### config.mk
export PLATFORM = sky130hd
export DESIGN_NAME = instruction_fetch_unit
export DESIGN_NICKNAME = d
export VERILOG_FILES = /design/src/rtl/instruction_fetch_unit.sv
export SDC_FILE = /design/constraint.sdc
export NUM_CORES = 1
export LEC_CHECK = 0
export ABC_CLOCK_PERIOD_IN_PS = 3800
export CORE_ASPECT_RATIO = 0.6
export CORE_MARGIN = 4
export CORE_UTILIZATION = 47
export CTS_BUF_LIST = sky130_fd_sc_hd__clkbuf_4 sky130_fd_sc_hd__clkbuf_8
export DETAILED_ROUTE_END_ITERATION = 8
export GPL_ROUTABILITY_DRIVEN = 0
export MAX_ROUTING_LAYER = met4
export PLACE_DENSITY = 0.84
export SETUP_SLACK_MARGIN = 0.15
export SYNTH_ARGS = -nofsm -noshare
export SYNTH_HDL_FRONTEND = slang
export SYNTH_SLANG_ARGS = --single-unit
### constraint.sdc
create_clock -name clk -period 3.8 [get_ports clk]
set_clock_uncertainty 0.05 [all_clocks]
set_input_delay 1.14 -clock clk [delete_from_list [all_inputs] [get_ports clk]]
set_output_delay 1.14 -clock clk [all_outputs]
set_load 0.02 [all_outputs]
### src/rtl/instruction_fetch_unit.sv
// Fetch stage: owns the PC, fetches words over a req/ack port and hands them to decode.
// Optional ack watchdog enabled by defining IFU_TIMEOUT_EN.
module instruction_fetch_unit #(
   parameter logic [31:0] RESET_PC = 32'h0000_0000,
   parameter logic [31:0] NOP_WORD = 32'h0000_0000,
   parameter int          TIMEOUT  = 16
) (
   input  logic        clk,
   input  logic        rst_n,
   output logic        imem_req,
   output logic [31:0] imem_addr,
   input  logic        imem_ack,
   input  logic [31:0] imem_rdata,
   output logic [31:0] instruction,
   output logic        inst_valid,
   input  logic        inst_ready,
   output logic [31:0] pc,
   output logic [31:0] pc_plus4,
   input  logic        J,
   input  logic        Branch,
   input  logic        Zero,
   input  logic [25:0] AddressJ,
   input  logic [15:0] extender,
   output logic        fetch_err
);

   localparam logic [1:0] IDLE  = 2'd0;
   localparam logic [1:0] FETCH = 2'd1;
   localparam logic [1:0] VALID = 2'd2;

   logic [1:0]  state;
   logic [31:0] instReg;
   logic [31:0] nextPc;
   logic [31:0] branchOff;
   logic        timedOut;

   // Request and valid decode straight from state so a reset drops them immediately.
   assign imem_req    = (state == FETCH);
   assign inst_valid  = (state == VALID);
   assign imem_addr   = pc;
   assign pc_plus4    = pc + 32'd4;
   assign instruction = inst_valid ? instReg : NOP_WORD;
   assign branchOff   = {{14{extender[15]}}, extender, 2'b00};

   always_comb begin
      nextPc = pc_plus4;
      if (J)
         nextPc = {pc_plus4[31:28], AddressJ, 2'b00};
      else if (Branch && Zero)
         nextPc = pc_plus4 + branchOff;
   end

`ifdef IFU_TIMEOUT_EN
   logic [7:0] waitCnt;
   logic       errReg;

   assign timedOut  = (state == FETCH) && !imem_ack && (waitCnt == 8'(TIMEOUT - 1));
   assign fetch_err = errReg;

   always_ff @(posedge clk or negedge rst_n) begin
      if (!rst_n) begin
         waitCnt <= 8'd0;
         errReg  <= 1'b0;
      end else begin
         // Held at zero outside FETCH, so each fetch starts counting from zero.
         if (state != FETCH)
            waitCnt <= 8'd0;
         else if (!imem_ack)
            waitCnt <= waitCnt + 8'd1;
         if (timedOut)
            errReg <= 1'b1;
      end
   end
`else
   assign timedOut  = 1'b0;
   assign fetch_err = 1'b0;
`endif

   always_ff @(posedge clk or negedge rst_n) begin
      if (!rst_n) begin
         state   <= IDLE;
         pc      <= RESET_PC;
         instReg <= NOP_WORD;
      end else begin
         case (state)
            IDLE: state <= FETCH;
            FETCH: begin
               if (imem_ack) begin
                  instReg <= imem_rdata;
                  state   <= VALID;
               end else if (timedOut) begin
                  instReg <= NOP_WORD;
                  state   <= VALID;
               end
            end
            VALID: begin
               if (inst_ready) begin
                  pc    <= nextPc;
                  state <= FETCH;
               end
            end
            default: state <= IDLE;
         endcase
      end
   end

endmodule
======== Word-level counts from Yosys, hierarchy flattened ========
Cells that the tools add are included.
storage, ports and cells
  register bits after elaboration ......... 66
  input bits .............................. 81
  output and inout bits ................... 131
  word-level logic and storage cells ...... 20
operators by class
  $add $sub $neg .......................... 2
  equal/unequal tests ..................... 4
  mux-type cells .......................... 6
  reductions and logical operators ........ 5
operators with widths
  operator                                                          number
  32-bit two-way mux                                                3
  32-bit by 3-bit adder with 32-bit output (second input constant)  1
  32-bit adder                                                      1
  2-bit case mux with 3 select lines                                1
  2-bit AND reduction                                               3
  2-bit two-way mux                                                 2
  2-bit by 1-bit != test with 1-bit output (second input constant)  2
  2-bit by 1-bit == test with 1-bit output (second input constant)  1
  2-bit == test (second input constant)                             1
  2-bit logical NOT                                                 1
  1-bit logical AND                                                 1

======== Longest topological paths before layout ========
  word-level depth ........................ 4
  gate-level depth with buffers ........... 17

======== Worst setup path before layout ========
No wires, ideal clock.
  path type ............................... register to register
  from .................................... register pc[2], in the netlist imem_addr[2]
  to ...................................... register pc[31], in the netlist imem_addr[31]
  setup time .............................. 0.138 ns
  data arrival time ....................... 3.794 ns
  required time ........................... 3.612 ns
  path slack .............................. -0.182 ns
  cell stages (with the launch flop) ...... 16
  period minus slack after synthesis ...... 3.982 ns
  path through ............................ dfrtp_1 -> ha_1 -> and4_1 -> and4_4 -> nand3_4 -> xnor2_1 -> ha_1 -> clkbuf_1 -> a21oi_1 -> o21ai_0 -> a22o_1 -> a31o_2 -> o41ai_2 -> xor2_1 -> o21ai_0 -> o311ai_1
on the way
  word-level cells in the longest chain between the ends .. 4
RTL lines
  item                                      line  text
  from (decl)                               17    output logic [31:0] pc,
  from (signal assigned)                    98    pc <= nextPc;
  32-bit by 3-bit adder with 32-bit output  41    assign pc_plus4 = pc + 32'd4;
  via pc_plus4[20]                          18    output logic [31:0] pc_plus4,
  32-bit adder                              50    nextPc = pc_plus4 + branchOff;
  32-bit two-way mux                        49    else if (Branch && Zero)
  32-bit two-way mux                        47    if (J)
The timed path passes the listed nets, and every way through them passes these cells.
A chain may end at the register's enable or synchronous reset.

======== Final worst setup path ========
  from .................................... register pc[2], in the netlist imem_addr[2]
  to ...................................... output port pc_plus4[29]
on the way
  word-level cells in the longest chain between the ends .. 1
RTL lines
  item                                      line
  32-bit by 3-bit adder with 32-bit output  41
  to (decl)                                 18
No other way between the ends.

==> metrics.md <==
| Metric | Value |
|---|---|
| Status | complete, no violations |
| Min-Delay Startpoint | instReg[10] |
| Pre-antenna DRT Iters | 7 |
| Top cells by area, synth | dfrtp_1, ha_1, mux2_2 |
| DR iter-0 viols | 876 |
| Worst EP arrival | 2490 ps |
| Min Tclk post-route | 3680 ps |
| Peak VDD IR | 0.512 mV |
| Buffers from clock root to sink, at most | 2 |
| Async SR Flop Fraction | 1.00 |
| Startpoint Class | flip-flop |
| Synth Instances | 711 |
| Nets | 1103 |
| Post-route cell area | 0.00934 mm² |
| Final worst path period share | 0.968 |
| GRT Total Usage | 0.323 |
| Critical path class | reg -> out |
| Die area | 0.0144 mm² |
| Clk_lat worst skew | 360 ps |
| Syn_area_per_cell | 8.29 µm² |
| Worst-Margin Slew | 819 ps |
| Routed WL | 24200 µm |
| CP max FO | 4 |
| Ys Warns | 0 |
| Die height | 94.7 µm |
| Setup TNS | 0 ps |
| Pwr Total | 7550 µW |
| GRT overflow | 0 |
| FP Rows | 31 |
| # IOs | 212 |
| Clock transition at path regs | 80 ps |
| CP required | 2610 ps |
| Hold slack | 455 ps |
| Fraction of layout cells with a size suffix above 1 | 0.268 |
| Ys flop type | dfrtp_1 |
| Commonest non-fill, non-tap cell in the layout | clkdlybuf4s50_1 |
| EDFF count, synth | 0 |
| Top cell type's share of synthesized area | 0.272 |
| Core area | 0.0121 mm² |
| Final hold vios | 0 |
| TritonCTS Buffers | 9 |
| Rel. slew slack | 0.454 |
| Worst r2r src | imem_addr[2] |
| Port buffer count | 204 |
| Synth cell types | 68 |
| Synthesized cell area | 0.00589 mm² |
| Via/cell ratio | 5.93 |
| DR DRC count | 0 |
| RSZ-0062 raised after global routing | yes |
| Worst hold path type | reg -> reg |
| Clock sink count | 64 |
| H-tree depth | 3 |
| P&R area growth vs syn | 58.5% |
| Crit. End Element | primary output |
| CP startpoint | imem_addr[2] |
| Routed Antenna Nets | 0 |
| Synthesized flop and latch total | 64 |
| TritonCTS clock tree | yes |
| Most frequent cells in the layout | clkdlybuf4s50_1, buf_4, nand2_1 |
| Largest area contributor in the netlist | dfrtp_1 |
| # setup viols final | 0 |
| Dpl ws | -510 ps |
| DP Area | 0.00871 mm² |
| Post-synthesis sequential area ratio | 0.272 |
| Initial core utilization | 0.485 |
| Final setup margin | 121 ps |
| Max Slew Vio Count | 0 |
| Leakage | 0.00409 µW |
| Pwr Density | 808 mW/mm² |
| Largest net degree at the start of global routing | 34 |
| First-pass GRT wire length | 35900 µm |
| Clock root cell | clkbuf_8 |
| Routed vias | 6863 |
| Post-DP HPWL | 18000 µm |
| Initial antenna violation count | 1 |
| Max_cap viols | 0 |
| Vias in the first global route | 6505 |
| Maximum clock frequency | 272 MHz |
| Routed len/inst | 20.9 µm |
| Die width | 153 µm |
==> cell families (layout without fill, tap and decap cells) <==
logic type	Yosys count	in the layout	share of synthesized area
buffers and inverters	89	362	0.0856
other	1	9	0.000637
multiplexers	37	37	0.0701
flip-flops	64	64	0.272
XOR/XNOR	47	47	0.0699
AO/OA/AOI/OAI	193	193	0.207
adder cells (fa/ha/maj)	37	37	0.0799
AND/OR/NAND/NOR	243	243	0.215
==> stage by stage <==
step,util,instances
finish,0.769,1157
global route,0.769,1156
detailed placement,0.717,1116
CTS,0.752,1145
floorplan,-,717
global placement,0.717,1116
==> registers in the layout (all words and copies together), names as in the netlist <==
| signal | cells |
|---|---|
| imem_addr | 30 |
| state | 2 |
| instReg | 32 |
==> cell usage after synthesis, types with 2 or more instances <==
| library cell | count |
|---|---|
| nand2_1 | 69 |
| dfrtp_1 | 64 |
| o21ai_0 | 58 |
| a21oi_1 | 50 |
| nor2_1 | 45 |
| buf_4 | 38 |
| ha_1 | 36 |
| and2_1 | 35 |
| mux2_2 | 34 |
| clkbuf_1 | 31 |
| xnor2_1 | 28 |
| nand3_1 | 23 |
| xor2_1 | 19 |
| nand4_1 | 13 |
| a21o_1 | 12 |
| inv_1 | 12 |
| a211oi_1 | 11 |
| nor3_1 | 11 |
| and3_1 | 10 |
| a31oi_1 | 9 |
| nand2b_1 | 7 |
| o211ai_1 | 6 |
| o21a_1 | 6 |
| o21bai_1 | 6 |
| nor2b_1 | 5 |
| or3_1 | 5 |
| nand3b_1 | 4 |
| a22oi_1 | 3 |
| a31o_2 | 3 |
| and4_1 | 3 |
| buf_2 | 3 |
| buf_6 | 3 |
| mux2i_1 | 3 |
| o21ai_1 | 3 |
| o221ai_1 | 3 |
| a221o_1 | 2 |
| nand3_4 | 2 |
| nand4b_1 | 2 |
| o22ai_1 | 2 |
| o31a_1 | 2 |
| o31ai_1 | 2 |
| o32ai_1 | 2 |
==> critical path: stages, from the launching register on <==
cell	delay [ps]
dfrtp_2	390
buf_4	140
and3_4	200
nand3_4	130
nor2_4	150
nand4_1	160
nor2_1	250
nand3_1	180
xnor2_1	290
clkbuf_2	230
==> power breakdown <==
part           internal (µW)  total, µW  leakage, µW  switching, µW
clock                    257        569    0.0000926            312
combinational           2710       5700      0.00323           2990
sequential              1010       1280     0.000761            274
total                   3970       7550      0.00409           3580
==> per-layer routing <==
layer | routed length (µm) | GRT usage
met2 | 10700 | 0.474
met4 | 554 | 0.0786
met1 | 9880 | 0.432
met3 | 3090 | 0.109
met5 | 0 | -
==> timing repair <==
action	CTS	global route
setup buffers	13	10
endpoints found under the setup margin	27	29
resized for setup	52	47
hold buffers	0	0
pin swaps	16	31
==> final timing paths <==
path / to / cells after the start / slack (ps)
min: instReg[10] / 1 / 450
max: pc_plus4[29] / 9 / 120
max in group asynchronous: imem_addr[25] / 2 / 2210
min in group asynchronous: imem_addr[23] / 1 / 820
min reg2reg: instReg[10] / 1 / 450
max reg2reg: imem_addr[31] / 18 / 130
==> layout make-up <==
class / count / area, µm²
timing repair buffer: 333 / 3040
fill: 830 / 2800
tap: 165 / 206
clock inverter: 6 / 43.8
clock buffer: 10 / 138
sequential: 64 / 1610
antenna: 2 / 5.00
multi-input combinational: 564 / 4250
inverter: 13 / 48.8
(Power assumes the default switching activity.)
